==> config.mk <==
export PLATFORM = sky130hd
export DESIGN_NAME = vga_write_queue
export DESIGN_NICKNAME = d
export VERILOG_FILES = /design/src/rtl/vga_write_queue.sv
export SDC_FILE = /design/constraint.sdc
export NUM_CORES = 1
export LEC_CHECK = 0
export ABC_AREA = 1
export BUFFER_PORTS_ARGS = -buffer_cell sky130_fd_sc_hd__buf_2
export CORE_ASPECT_RATIO = 0.75
export CORE_MARGIN = 10
export CORE_UTILIZATION = 35
export CTS_CLUSTER_DIAMETER = 100
export DETAILED_ROUTE_END_ITERATION = 8
export PLACE_DENSITY = 0.48
export RECOVER_POWER = 25
export SYNTH_ARGS = -nofsm -noshare
export SYNTH_HDL_FRONTEND = slang
export SYNTH_SLANG_ARGS = --single-unit
==> constraint.sdc <==
create_clock -name clock -period 7.07 [get_ports clock]
set_input_delay 0.3535 -clock clock [delete_from_list [all_inputs] [get_ports clock]]
set_output_delay 0.3535 -clock clock [all_outputs]
set_load 0.02 [all_outputs]
==> src/rtl/vga_write_queue.sv <==
// vga_write_queue: buffers processor display stores and drains them
// into the framebuffer write port whenever scan-out grants it.
module vga_write_queue #(
   parameter int unsigned DEPTH    = 16,
   parameter int unsigned ADDR_W   = 19,
   parameter int unsigned DATA_W   = 8,
   parameter int unsigned MAX_ADDR = 307199
) (
   input  logic                         clock,
   input  logic                         reset,
   input  logic                         vga_wren_enable,
   input  logic [ADDR_W-1:0]            vga_data_addr,
   input  logic [DATA_W-1:0]            vga_data_write,
   input  logic                         fb_grant,
   output logic                         fb_wren,
   output logic [ADDR_W-1:0]            fb_addr,
   output logic [DATA_W-1:0]            fb_data,
   output logic                         full,
   output logic                         empty,
   output logic [$clog2(DEPTH+1)-1:0]   level,
   output logic                         overflow,
   output logic [7:0]                   drop_count
);

   localparam int unsigned PTR_W = $clog2(DEPTH);
   localparam int unsigned LVL_W = $clog2(DEPTH + 1);

   localparam logic [LVL_W-1:0]  DEPTH_L = LVL_W'(DEPTH);
   localparam logic [ADDR_W-1:0] MAX_A   = ADDR_W'(MAX_ADDR);
   localparam logic [7:0]        DROP_MAX = 8'hFF;

   // storage
   logic [ADDR_W-1:0] addr_mem [DEPTH];
   logic [DATA_W-1:0] data_mem [DEPTH];

   // state
   logic [PTR_W-1:0]  rptr_q, rptr_d;
   logic [PTR_W-1:0]  wptr_q, wptr_d;
   logic [LVL_W-1:0]  cnt_q,  cnt_d;
   logic              wren_q, wren_d;
   logic [ADDR_W-1:0] addr_q, addr_d;
   logic [DATA_W-1:0] data_q, data_d;
   logic              ovf_q,  ovf_d;
   logic [7:0]        drop_q, drop_d;

   // per-cycle events
   logic in_range;
   logic push_req;
   logic range_drop;
   logic have_data;
   logic pop;
   logic has_room;
   logic push_acc;
   logic reject;
   logic drop_evt;

   // Classify the incoming store and the drain opportunity.
   always_comb begin
      in_range   = (vga_data_addr <= MAX_A);
      push_req   = vga_wren_enable & in_range;
      range_drop = vga_wren_enable & ~in_range;
      have_data  = (cnt_q != '0);
      pop        = fb_grant & have_data;
      has_room   = (cnt_q < DEPTH_L);
      // a pop on the same edge frees the head slot even when full
      push_acc   = push_req & (has_room | pop);
      reject     = push_req & ~push_acc;
      drop_evt   = range_drop | reject;
   end

   // Next-state for pointers, occupancy, output port and drop accounting.
   always_comb begin
      rptr_d = rptr_q;
      wptr_d = wptr_q;
      cnt_d  = cnt_q;
      wren_d = 1'b0;
      addr_d = addr_q;
      data_d = data_q;
      ovf_d  = ovf_q;
      drop_d = drop_q;

      if (pop) begin
         wren_d = 1'b1;
         addr_d = addr_mem[rptr_q];
         data_d = data_mem[rptr_q];
         rptr_d = rptr_q + PTR_W'(1);
      end

      if (push_acc) begin
         wptr_d = wptr_q + PTR_W'(1);
      end

      unique case ({push_acc, pop})
         2'b10:   cnt_d = cnt_q + LVL_W'(1);
         2'b01:   cnt_d = cnt_q - LVL_W'(1);
         default: cnt_d = cnt_q;
      endcase

      if (reject) begin
         ovf_d = 1'b1;
      end

      if (drop_evt && (drop_q != DROP_MAX)) begin
         drop_d = drop_q + 8'd1;
      end
   end

   // State register with synchronous reset that overrides all events.
   always_ff @(posedge clock) begin
      if (reset) begin
         rptr_q <= '0;
         wptr_q <= '0;
         cnt_q  <= '0;
         wren_q <= 1'b0;
         addr_q <= '0;
         data_q <= '0;
         ovf_q  <= 1'b0;
         drop_q <= '0;
      end else begin
         rptr_q <= rptr_d;
         wptr_q <= wptr_d;
         cnt_q  <= cnt_d;
         wren_q <= wren_d;
         addr_q <= addr_d;
         data_q <= data_d;
         ovf_q  <= ovf_d;
         drop_q <= drop_d;
      end
   end

   // Entry storage; stale contents are harmless since reset clears pointers.
   always_ff @(posedge clock) begin
      if (push_acc && !reset) begin
         addr_mem[wptr_q] <= vga_data_addr;
         data_mem[wptr_q] <= vga_data_write;
      end
   end

   assign fb_wren    = wren_q;
   assign fb_addr    = addr_q;
   assign fb_data    = data_q;
   assign level      = cnt_q;
   assign full       = (cnt_q == DEPTH_L);
   assign empty      = (cnt_q == '0);
   assign overflow   = ovf_q;
   assign drop_count = drop_q;

endmodule

* Word level (Yosys, flattened, before mapping) *
Memories as Yosys holds them, arrays and structs flattened. A register that Yosys moved wholly into a read port is not among the register bits.
Cells that the tools add are included.

word-level totals
  flip-flop bits (word level) = 23
  memory bits (writable) = 432
  input port bits = 31
  output and inout port bits = 44
  logic and storage cells = 38
  memories kept = 2

cells by class
  add/subtract/negate cells = 5
  magnitude comparators = 2
  equality and inequality tests = 4
  mux-type cells = 4
  bitwise logic cells = 9
  reductions and logical operators = 6

memories
  memory    words  bits a word  rd ports  clocked after memory_dff  write ports  line  text
  addr_mem  16     19           1         1                         1            33    logic [ADDR_W-1:0] addr_mem [DEPTH];
  data_mem  16     8            1         1                         1            34    logic [DATA_W-1:0] data_mem [DEPTH];

operators with widths
  kind                    number
  $le A19 B19 Y1 const B  1
  $pmux W5 S2             1
  $add A4 B1 Y4 const B   2
  $add A8 B1 Y8 const B   1
  $ne A8 B8 Y1 const B    1
  $add A5 B1 Y5 const B   1
  $and A1 B1 Y1           5
  $eq A5 B5 Y1 const B    1
  $logic_not A5 Y1        1
  $lt A5 B5 Y1 const B    1
  $reduce_bool A5 Y1      1
  $sub A5 B1 Y5 const B   1
  $mux W1                 3
  $eq A2 B1 Y1 const B    1
  $eq A2 B2 Y1 const B    1
  $logic_and A1 B1 Y1     2
  $not A1 Y1              2
  $or A1 B1 Y1            2
  $reduce_bool A2 Y1      1
  $logic_not A1 Y1        1

* Logic depth before layout (Yosys ltp) *
  depth after elaboration = 8
  mapped depth = 16
  gate-level depth less buffers = 15

* Least setup slack after synthesis *
No wires, ideal clock.

  path type = register to register
  from = register cnt_q[4] (netlist: level[4])
  to = memory addr_mem[11][0] (enable)
  setup time = 411 ps
  data arrival time = 2250 ps
  required time = 6659 ps
  setup slack = 4409 ps
  stages on the path, launching flop included = 8
  path buffers = 0
  period minus slack after synthesis = 2661 ps
  path through = dfxtp_1 -> inv_2 -> nor2_1 -> inv_1 -> nand4_2 -> nor2_1 -> nand2_1 -> nor2_1

on the way
  cells in the longest elaborated chain, start to end = 7
  elaborated cells on any way between the ends = 8
  classes of those cells = 1 x order compare; 2 x mux; 3 x bitwise; 2 x reduce/logical

ends and longest elaborated chain
  what                                                                  line  text
  from (decl)                                                           39    logic [LVL_W-1:0] cnt_q, cnt_d;
  from (signal assigned)                                                122   cnt_q <= cnt_d;
  parallel branches: the longest is 2 deep, another holds $lt A5 B5 Y1  --
  $or A1 B1 Y1 (*)                                                      66    push_acc = push_req & (has_room | pop);
  $and A1 B1 Y1 (*)                                                     66
  $logic_and A1 B1 Y1 (*)                                               133   if (push_acc && !reset) begin
  $mux W1 (*)                                                           133
  $mux W1 (implied by the code) (*)                                     134   addr_mem[wptr_q] <= vga_data_addr;
  to (decl)                                                             33

Every way passes the cells marked *.

* Final worst setup path *
  from = register cnt_q[4] (netlist: level[4])
  to = memory data_mem[14][1] (enable)

on the way
  cells in the longest elaborated chain, start to end = 7
  elaborated cells on any way between the ends = 8
  classes of those cells = 1 x order compare; 2 x mux; 3 x bitwise; 2 x reduce/logical

ends and longest elaborated chain
  what                                                                  line  text
  parallel branches: the longest is 2 deep, another holds $lt A5 B5 Y1  --
  $or A1 B1 Y1 (*)                                                      66
  $and A1 B1 Y1 (*)                                                     66
  $logic_and A1 B1 Y1 (*)                                               133
  $mux W1 (*)                                                           133
  $mux W1 (implied by the code) (*)                                     135   data_mem[wptr_q] <= vga_data_write;
  to (decl)                                                             34

Marked as above.

==> results.sh <==
export IMPL_io_pins=75
export IMPL_clk_pin_slew_ps=60
export IMPL_place_gp_congestion=0.765
export IMPL_relSlewSlack=0.201
export IMPL_drive_gt1_frac=0.0787
export IMPL_grt_remaining_overflow=0
export IMPL_worstPathRequired_ps=7330
export IMPL_setup_viol_count_final=0
export IMPL_cap_violations=0
export IMPL_cts_inserted_buffers=50
export IMPL_clock_latency_ps=590
export IMPL_utilization=0.401
export IMPL_grt_first_pass_wirelength_mm=84.1
export IMPL_fin_nets=2122
export IMPL_yosysSeqAreaShare=0.679
export IMPL_skew_ps=19.8
export IMPL_worst_slack_ps=4260
export IMPL_synthTopCellsByArea="edfxtp_1 63%, nand2_1 13%, nand3_1 7.5%"
export IMPL_r2r_start="level[4]$_SDFFE_PP0P_"
export IMPL_cts_root_buf="clkbuf_16"
export IMPL_critical_path_slowest_cell="nor2_4"
export IMPL_track_usage=0.159
export IMPL_cts_tree="done"
export IMPL_rows=76
export IMPL_dieArea_um2=69000
export IMPL_leakage_nw=9.57
export IMPL_grt_max_degree=178
export IMPL_critical_path_buf_inv_count=3
export IMPL_routed_via_density=4.75
export IMPL_htreeDepth=2
export IMPL_diodes=0
export IMPL_yosysTopAreaCell="edfxtp_1"
export IMPL_ant_nets=0
export IMPL_min_path_type="in -> reg"
export IMPL_ys_types=28
export IMPL_route_detailed_drc=0
export IMPL_slew_viol_final=0
export IMPL_die_y_um=230
export IMPL_reg2reg_to="data_mem[14][1]$_DFFE_PP_"
export IMPL_cts_path_max_buffers=3
export IMPL_max_freq_mhz=356
export IMPL_initial_core_util=0.356
export IMPL_synth_top_cell_area_share=0.630
export IMPL_ys_warn_count=0
export IMPL_crit_path_frequent_cell="nor2_1"
export IMPL_fin_crit_sh=0.398
export IMPL_cts_hold_buffers=0
export IMPL_antenna_found_initial=1
export IMPL_syn_avg_cell_area_um2=10.1
export IMPL_dr_pass1_iters=5
export IMPL_synth_seq_cells=482
export IMPL_fin_crit_ps=2810
export IMPL_min_to="fb_wren$_SDFF_PP0_"
export IMPL_worstSetupPathType="reg -> reg"
export IMPL_synth_main_ff_cell="edfxtp_1"
export IMPL_status="completed"
export IMPL_start_kind="flop"
export IMPL_port_buffers=74
export IMPL_fillers=5695
export IMPL_wl_per_cell_um=19.1
export IMPL_wl_mm=55.3
export IMPL_hold_start="fb_grant"
export IMPL_coreArea_um2=57800
export IMPL_rsz0062_at_grt="false"
export IMPL_hold_viol=0
export IMPL_syn_inst=2040
export IMPL_tightest_slew_ps=1200
export IMPL_rrSetupSlack_ps=4260
export IMPL_vias=13800
export IMPL_ys_async_sr_fraction=0
export IMPL_cpPeakStageDelay_ps=660
export IMPL_clkSinkCount=482
export IMPL_synth_nets=2082
export IMPL_dp_cells=2808
export IMPL_multi_input_area_um2=5180
export IMPL_whs_path_depth=3
export IMPL_hpwlAfterDp_mm=28.5
export IMPL_syn_to_final_growth_pct=12.7
export IMPL_grt_pass1_vias=13300
export IMPL_chipWidth_um=300
export IMPL_syn_cell_area_um2=20600
export IMPL_crit_arrival_ps=3070
export IMPL_max_vdd_ir_drop_uv=230
export IMPL_seqCellArea_um2=14000
export IMPL_finalSetupTns_ps=0
export IMPL_crit_family="simple AND/OR/NAND/NOR gates"
export IMPL_cp_end_kind="flop"
export IMPL_power_density_nw_per_um2=338
export IMPL_place_ws_ps=3900
export IMPL_cp_max_fo=14
export IMPL_detailedRoute_firstIterationViolations=1027
export IMPL_postCtsSetupBuffers=0
export IMPL_path_cells="inv_2, nor2_1, inv_1, nand4_2, nor2_1, nand2_1, nor2_4, buf_4"
export IMPL_finalPower_mw=7.85
export IMPL_cts_resized=0
export IMPL_synth_edf_count=432
export IMPL_reg2reg_depth=8
export IMPL_stdcell_count=2901
report_power, final:
group / leakage [nW] / internal, mW / switching [mW]
sequential: 4.30 / 3.21 / 0.0959
combinational: 4.52 / 0.564 / 1.43
clock: 0.752 / 1.44 / 1.11
flip-flops by register name, indices dropped and copies added, names as in the netlist, 4 cells and up:
name / cells
data_mem: 128
wptr_q: 4
fb_addr: 19
addr_mem: 304
level: 5
fb_data: 8
rptr_q: 4
drop_count: 8
layout make-up:
type	count	share of cell area
clock buffers	77	0.0604
clock inverters	16	0.00631
inverters	276	0.0450
multi-input cells	1182	0.223
flip-flops and latches	482	0.602
well taps	780	0.0420
repair buffers	88	0.0206
layer usage:
metal,GRT usage,vias up,part of all wire
met5,0,-,0
met4,0.0420,0,0.022
met3,0.0262,85,0.050
met2,0.249,320,0.45
met1,0.224,6666,0.48
li1,-,6709,-
tightest hold or removal path, cell delays in order:
cell and delay [ps]:
buf_2 100, nand2_2 120, nor2_1 100
cell usage after synthesis (all sizes together), types with 3 or more instances:
library cell and n:
inv 276, buf 71, nand3 310, ha 10, o21ai 10, dfxtp 50
edfxtp 432, a21oi 18, nand4 10, clkbuf 29, nor2 90, nand2 720
xnor2 3, xor2 5
worst max-delay path by stage:
| stage | cells after the start | slack (ps) | startpoint | end |
|---|---|---|---|---|
| global placement | 8 | 3930 | vga_data_addr[17] | addr_mem[15][6]$_DFFE_PP_ |
| floorplan | 7 | 4410 | level[4]$_SDFFE_PP0P_ | addr_mem[11][0]$_DFFE_PP_ |
| CTS | 8 | 4220 | level[4]$_SDFFE_PP0P_ | addr_mem[15][15]$_DFFE_PP_ |
| finish | 8 | 4260 | level[4]$_SDFFE_PP0P_ | data_mem[14][1]$_DFFE_PP_ |
| detailed placement | 8 | 3900 | vga_data_addr[17] | addr_mem[15][6]$_DFFE_PP_ |
| global route | 8 | 4040 | level[4]$_SDFFE_PP0P_ | addr_mem[15][15]$_DFFE_PP_ |
cell usage in the layout, fill, tap and decap left out, types with 2 or more instances in the layout:
cell type and instances:
bufinv_16 2, xor2_1 5, nand4_1 9, a21oi_1 18, ha_1 10, dfxtp_4 2
buf_12 2, dfxtp_2 2, edfxtp_1 432, nor2_1 74, xnor2_1 3, clkbuf_16 50
nand2_1 719, dfxtp_1 46, clkinv_1 4, buf_4 12, buf_2 56, nand3_1 309
inv_1 270, clkinv_2 7, inv_6 3, nor2_4 16, clkbuf_1 40, o21ai_0 9
clkbuf_8 5, inv_2 3
cells by family after synthesis:
group | after synthesis | synth area share
DFF | 482 | 0.679
and+or+nand+nor | 1133 | 0.228
xor gates and xnor gates | 8 | 0.00340
adders and majority gates | 11 | 0.00705
AOI/OAI and AO/OA | 30 | 0.00772
buffers and inverters | 376 | 0.0756
metrics by stage:
stage | area [um2] | hold WS, ps
2_1_floorplan | 20600 | 452
3_3_place_gp | 21700 | 466
3_5_place_dp | 21700 | 476
4_1_cts | 23200 | 92.5
5_1_grt | 23200 | 123
6_report | 23200 | 121
Power figures use the tool's default switching activity.
